$ cat config.mk
export PLATFORM = sky130hd
export DESIGN_NAME = softmax_result_collector
export DESIGN_NICKNAME = d
export VERILOG_FILES = /design/src/rtl/softmax_pkg.sv /design/src/rtl/softmax_result_buffer.sv /design/src/rtl/softmax_result_collector.sv
export SDC_FILE = /design/constraint.sdc
export NUM_CORES = 1
export LEC_CHECK = 0
export CAP_MARGIN = 20
export CORE_MARGIN = 5
export CORE_UTILIZATION = 25
export DETAILED_ROUTE_END_ITERATION = 16
export GPL_ROUTABILITY_DRIVEN = 0
export MAX_ROUTING_LAYER = met4
export PLACE_DENSITY_LB_ADDON = 0.12
export SLEW_MARGIN = 20
export SYNTH_ARGS = -nofsm -noshare
export SYNTH_HDL_FRONTEND = slang
export SYNTH_SLANG_ARGS = --single-unit
$ cat constraint.sdc
create_clock -name clock_i -period 4.7 [get_ports clock_i]
set_input_delay 0.47 -clock clock_i [delete_from_list [all_inputs] [get_ports clock_i]]
set_output_delay 0.47 -clock clock_i [all_outputs]
set_load 0.01 [all_outputs]
$ cat src/rtl/softmax_pkg.sv
// Shared defaults and the collector state encoding for the softmax result path.
package softmax_pkg;

   localparam int DATA_SIZE      = 32;
   localparam int NUMBER_OF_DATA = 10;

   typedef enum logic [1:0] {
      ST_IDLE    = 2'd0,
      ST_COLLECT = 2'd1,
      ST_DRAIN   = 2'd2
   } collector_state_t;

   // Pointer width; a single-entry vector still needs a one-bit index.
   function automatic int idx_width(input int n);
      return (n > 1) ? $clog2(n) : 1;
   endfunction

endpackage

$ cat src/rtl/softmax_result_buffer.sv
// Result storage: one register per entry, single write port, asynchronous read port.
module softmax_result_buffer #(
   parameter int data_size      = 32,
   parameter int number_of_data = 10,
   parameter int idx_w          = 4
) (
   input  logic                 clk,
   input  logic                 wr_en,
   input  logic [idx_w-1:0]     wr_addr,
   input  logic [data_size-1:0] wr_data,
   input  logic [idx_w-1:0]     rd_addr,
   output logic [data_size-1:0] rd_data
);

   logic [data_size-1:0] word_vec [number_of_data];

   genvar gi;
   generate
      for (gi = 0; gi < number_of_data; gi++) begin : g_entry
         logic [data_size-1:0] word_reg;

         always_ff @(posedge clk) begin
            if (wr_en && (wr_addr == idx_w'(gi))) begin
               word_reg <= wr_data;
            end
         end

         assign word_vec[gi] = word_reg;
      end
   endgenerate

   // Compare-based mux keeps out-of-range addresses harmless.
   always_comb begin
      rd_data = '0;
      for (int i = 0; i < number_of_data; i++) begin
         if (rd_addr == idx_w'(i)) begin
            rd_data = word_vec[i];
         end
      end
   end

endmodule

$ cat src/rtl/softmax_result_collector.sv
// Collects one softmax vector, then drains it to a ready/valid reader.
// Optional running XOR checksum enabled by SOFTMAX_COLLECTOR_CHECKSUM_EN.
module softmax_result_collector
   import softmax_pkg::*;
#(
   parameter int data_size      = DATA_SIZE,
   parameter int number_of_data = NUMBER_OF_DATA
) (
   input  logic                                   clock_i,
   input  logic                                   reset_i,
   input  logic                                   exp_2_data_valid_i,
   input  logic [data_size-1:0]                   exp_2_data_i,
   input  logic                                   rd_ready_i,
   output logic                                   rd_valid_o,
   output logic [data_size-1:0]                   rd_data_o,
   output logic [idx_width(number_of_data)-1:0]   rd_index_o,
   output logic                                   rd_last_o,
   output logic                                   busy_o,
   output logic                                   done_o,
   output logic                                   overflow_o,
   output logic [data_size-1:0]                   checksum_o
);

   localparam int IDX_W = idx_width(number_of_data);
   localparam logic [IDX_W-1:0] LAST_IDX = IDX_W'(number_of_data - 1);

   collector_state_t state_reg, state_next;
   logic [IDX_W-1:0] wr_ptr_reg, wr_ptr_next;
   logic [IDX_W-1:0] rd_ptr_reg, rd_ptr_next;
   logic             done_reg, done_next;
   logic             overflow_reg, overflow_next;
   logic             wr_en;
   logic [data_size-1:0] buf_rd_data;
   logic             in_drain;

   softmax_result_buffer #(
      .data_size      (data_size),
      .number_of_data (number_of_data),
      .idx_w          (IDX_W)
   ) u_buffer (
      .clk     (clock_i),
      .wr_en   (wr_en),
      .wr_addr (wr_ptr_reg),
      .wr_data (exp_2_data_i),
      .rd_addr (rd_ptr_reg),
      .rd_data (buf_rd_data)
   );

   always_ff @(posedge clock_i) begin
      if (reset_i) begin
         state_reg    <= ST_IDLE;
         wr_ptr_reg   <= '0;
         rd_ptr_reg   <= '0;
         done_reg     <= 1'b0;
         overflow_reg <= 1'b0;
      end else begin
         state_reg    <= state_next;
         wr_ptr_reg   <= wr_ptr_next;
         rd_ptr_reg   <= rd_ptr_next;
         done_reg     <= done_next;
         overflow_reg <= overflow_next;
      end
   end

   always_comb begin
      state_next    = state_reg;
      wr_ptr_next   = wr_ptr_reg;
      rd_ptr_next   = rd_ptr_reg;
      done_next     = 1'b0;
      overflow_next = overflow_reg;
      wr_en         = 1'b0;

      case (state_reg)
         ST_IDLE: begin
            if (exp_2_data_valid_i) begin
               wr_en = 1'b1;
               if (number_of_data == 1) begin
                  state_next  = ST_DRAIN;
                  rd_ptr_next = '0;
               end else begin
                  wr_ptr_next = IDX_W'(1);
                  state_next  = ST_COLLECT;
               end
            end
         end

         ST_COLLECT: begin
            if (exp_2_data_valid_i) begin
               wr_en = 1'b1;
               if (wr_ptr_reg == LAST_IDX) begin
                  state_next  = ST_DRAIN;
                  wr_ptr_next = '0;
                  rd_ptr_next = '0;
               end else begin
                  wr_ptr_next = wr_ptr_reg + IDX_W'(1);
               end
            end
         end

         ST_DRAIN: begin
            // Buffer is full of an unread vector: anything arriving now is lost.
            if (exp_2_data_valid_i) begin
               overflow_next = 1'b1;
            end
            if (rd_ready_i) begin
               if (rd_ptr_reg == LAST_IDX) begin
                  state_next  = ST_IDLE;
                  rd_ptr_next = '0;
                  done_next   = 1'b1;
               end else begin
                  rd_ptr_next = rd_ptr_reg + IDX_W'(1);
               end
            end
         end

         default: begin
            state_next  = ST_IDLE;
            wr_ptr_next = '0;
            rd_ptr_next = '0;
         end
      endcase
   end

   assign in_drain   = (state_reg == ST_DRAIN);
   assign rd_valid_o = in_drain;
   assign rd_data_o  = in_drain ? buf_rd_data : '0;
   assign rd_index_o = in_drain ? rd_ptr_reg : '0;
   assign rd_last_o  = in_drain && (rd_ptr_reg == LAST_IDX);
   assign busy_o     = (state_reg != ST_IDLE);
   assign done_o     = done_reg;
   assign overflow_o = overflow_reg;

`ifdef SOFTMAX_COLLECTOR_CHECKSUM_EN
   logic [data_size-1:0] checksum_reg, checksum_next;

   // The first word of a vector restarts the checksum; it then holds until the next vector.
   always_comb begin
      checksum_next = checksum_reg;
      if (wr_en) begin
         checksum_next = (state_reg == ST_IDLE) ? exp_2_data_i
                                                : (checksum_reg ^ exp_2_data_i);
      end
   end

   always_ff @(posedge clock_i) begin
      if (reset_i) begin
         checksum_reg <= '0;
      end else begin
         checksum_reg <= checksum_next;
      end
   end

   assign checksum_o = checksum_reg;
`else
   assign checksum_o = '0;
`endif

endmodule

==> results.yml <==
yosys:
  synth-xor-area-share_pct: 0.193
  synth_compound_area_share_pct: 11.7
  synthMuxAreaShare_pct: 2.48
  ys_async_sr_fraction_pct: 0
  synth_top_area_share_pct: 70.5
  ys.flop_type: "edfxtp_1"
  synth_top_family_by_area: "compound AO/OA/AOI/OAI gates"
  netlist_area_sq_um: 13600
  ys_ff_latch: 332
  synth.largest_area_cell: "edfxtp_1"
  synth.distinct_cells: 53
  synth-warning-count: 0
  synth.area.top_cells: "edfxtp_1 70%, and3b_1 3.3%, a221o_1 2.0%"
  synthMostInstantiatedCell: "edfxtp_1"
  synth_common_cells: "320 x edfxtp_1, 52 x o21ai_0, 51 x and3b_1, 46 x nor2_1, 35 x buf_4"
  synth-edff-count: 320
  yosysSeqAreaShare_pct: 72.3
  synthAdderAreaFrac_pct: 0
  synthSimpleGateAreaFrac_pct: 8.88
  syn_area_per_cell_sq_um: 15.7
  syn_inst: 868
worst_setup_path:
  crit_family: "buffers and inverters"
  end_kind: "output port"
  crit_type: "reg2out"
  critical_path.startpoint_type: "flip-flop"
  path_common_cell: "buf_4"
  path_buf_inv: 3
  crit_chain: "buf_4 > nand2_1 > nor2_2 > buf_4 > a22o_1 > a221o_1 > clkdlybuf4s50_1"
  worstPathRequired_ns: 4.23
  cp.arrival_ns: 3.39
  critPathMaxFanout: 49
  cpMaxStageDelayCell: "dfxtp_4"
  slowest_delay_ns: 0.76
routing:
  drtAntennaViolNets: 0
  drcViolationCount: 0
  drt_iter0_markers: 531
  drt_first_pass_iters: 5
  vias: 7681
  vias_per_cell: 4.57
  wirelength_um: 36700
  avgRoutedWirePerCell_um: 21.9
floorplan:
  initial_utilization_pct: 25.3
  fp.dieW_um: 244
  dieArea_sq_um: 59300
  die_height_um: 244
  coreArea_sq_um: 53900
  fp-row-count: 85
  ios: 109
grt:
  grt-ovfl-total: 0
  grt_usage_pct: 12.5
  grt_pass1_wl_um: 54500
  antenna_found_initial: 2
  grt_max_degree: 50
  grt_pass1_vias: 7925
layout:
  finalNetCount: 994
  n_fill_cell: 5313
  largest_reg_flops: 320
  drive_gt1_share_pct: 12.1
  area_delta_synth_final_pct: 20.0
clocking:
  cts-root-buf: "clkbuf_16"
  clock_sinks: 332
  cts_buffers: 40
  postCtsHoldBufs: 0
  clk_path_buf_depth: 3
  clk_pin_slew_ns: 0.05
  cts_tree: "built"
  post_cts_buffers: 0
  htreeDepth: 2
  cts_resized: 0
  clock_latency_ns: 0.54
timing:
  hold_viol_final: 0
  slew_headroom_pct: 32.7
  tightest_slew_ns: 1.01
  drv_slew: 0
  clock.fmax_mhz: 259
  setup_tns_ns: 0
  rsz0062_at_grt: "no"
  timing.final.crit_period_ns: 3.86
  setup_viol: 0
  fin_ws_ns: 0.839
  fin_skew_ns: 0.0180
  fin_crit_sh_pct: 82.1
job:
  drv_cap: 0
pwr:
  peakVddDrop_uv: 212
  p_leak_nw: 5.31
  powerDensity_nw_per_um2: 408
place:
  port_buffers: 76
  place_ws_ns: 1.34
  dp_hpwl_um: 22200
run_status:
  status: "complete, no violations"
min_path:
  holdCritPathClass: "reg2reg"
[power by group]
| group | leakage (nW) | total, mW | switching [mW] | internal [mW] |
|---|---|---|---|---|
| logic | 1.72 | 0.408 | 0.254 | 0.154 |
| registers | 3.00 | 3.37 | 0.0409 | 3.33 |
| clock network | 0.583 | 2.89 | 1.16 | 1.73 |
| total | 5.31 | 6.67 | 1.46 | 5.21 |
[layout by cell type, fill, tap and decap left out, drive strengths merged, types with 6 or more instances in the layout]
cell type / Yosys / routed
a22o: 25 / 25
nor3b: 6 / 6
nor2: 47 / 47
a2bb2oi: 25 / 25
nand2: 24 / 24
nor2b: 28 / 28
buf: 71 / 34
and3b: 51 / 51
clkdlybuf4s50: 0 / 76
clkbuf: 22 / 57
a22oi: 25 / 25
a221o: 27 / 27
a31oi: 26 / 26
a21oi: 14 / 14
o221ai: 8 / 8
o21ai: 56 / 56
conb: 1 / 32
edfxtp: 320 / 320
clkinv: 0 / 9
nand2b: 15 / 15
mux2i: 18 / 18
dfxtp: 12 / 12
[area by class of cell]
class                      instances  area, sq um  share of cell area, %
clock buffer                      57         1110                   6.76
antenna                            1         2.50                 0.0153
sequential                       332         9860                   60.3
tap                              696          871                   5.32
multi-input combinational        470         3380                   20.6
inverter                           4         17.5                  0.107
clock inverter                    11         96.3                  0.589
timing repair buffer             110         1030                   6.29
[per-stage QoR]
step / std cells / power, mW / util (%) / hold WS, ns / cell area, sq um
finish: 1681 / 6.67 / 30.3 / 0.466 / 16400
global route: 1681 / 6.94 / 30.3 / 0.507 / 16400
CTS: 1680 / 6.78 / 30.3 / 0.476 / 16400
detailed placement: 1612 / 3.85 / 28.1 / 0.462 / 15200
global placement: 1612 / 3.85 / 28.1 / 0.453 / 15200
floorplan: 899 / 3.65 / - / 0.484 / 13700
[worst reg2reg max path: stages, from the launching register on]
cell and delay, ns:
dfxtp_1 0.42, nor2b_1 0.31, nand2_1 0.30, nor2_4 0.80
buf_4 0.32
[worst paths after layout]
path,start,endpoint,slack [ns],cells past startpoint
hold reg to reg,overflow_o$_SDFFE_PP0P_,overflow_o$_SDFFE_PP0P_,0.47,2
setup reg to reg,state_reg[1]$_SDFFE_PP0P_,u_buffer.g_entry[3].word_reg[25]$_DFFE_PP_,2.24,4
hold / removal,overflow_o$_SDFFE_PP0P_,overflow_o$_SDFFE_PP0P_,0.47,2
setup / recovery,rd_ptr_reg[0]$_SDFFE_PP0P_,rd_data_o[14],0.84,7
[logic make-up after synthesis]
group,Yosys count
AO/OA/AOI/OAI,219
other,1
XOR/XNOR,3
multiplexers,27
flip-flops,332
buffers and inverters,97
AND/OR/NAND/NOR,189
[metal layers]
metal  global-route usage [%]  vias to the layer above  wire length [um]
met1                     17.5                     3894             17600
met2                     18.7                      183             16500
li1                         -                     3558                 -
met5                        -                        -                 0
met3                     2.79                       46              1960
met4                     2.70                        0               615
(Power assumes the default switching activity.)
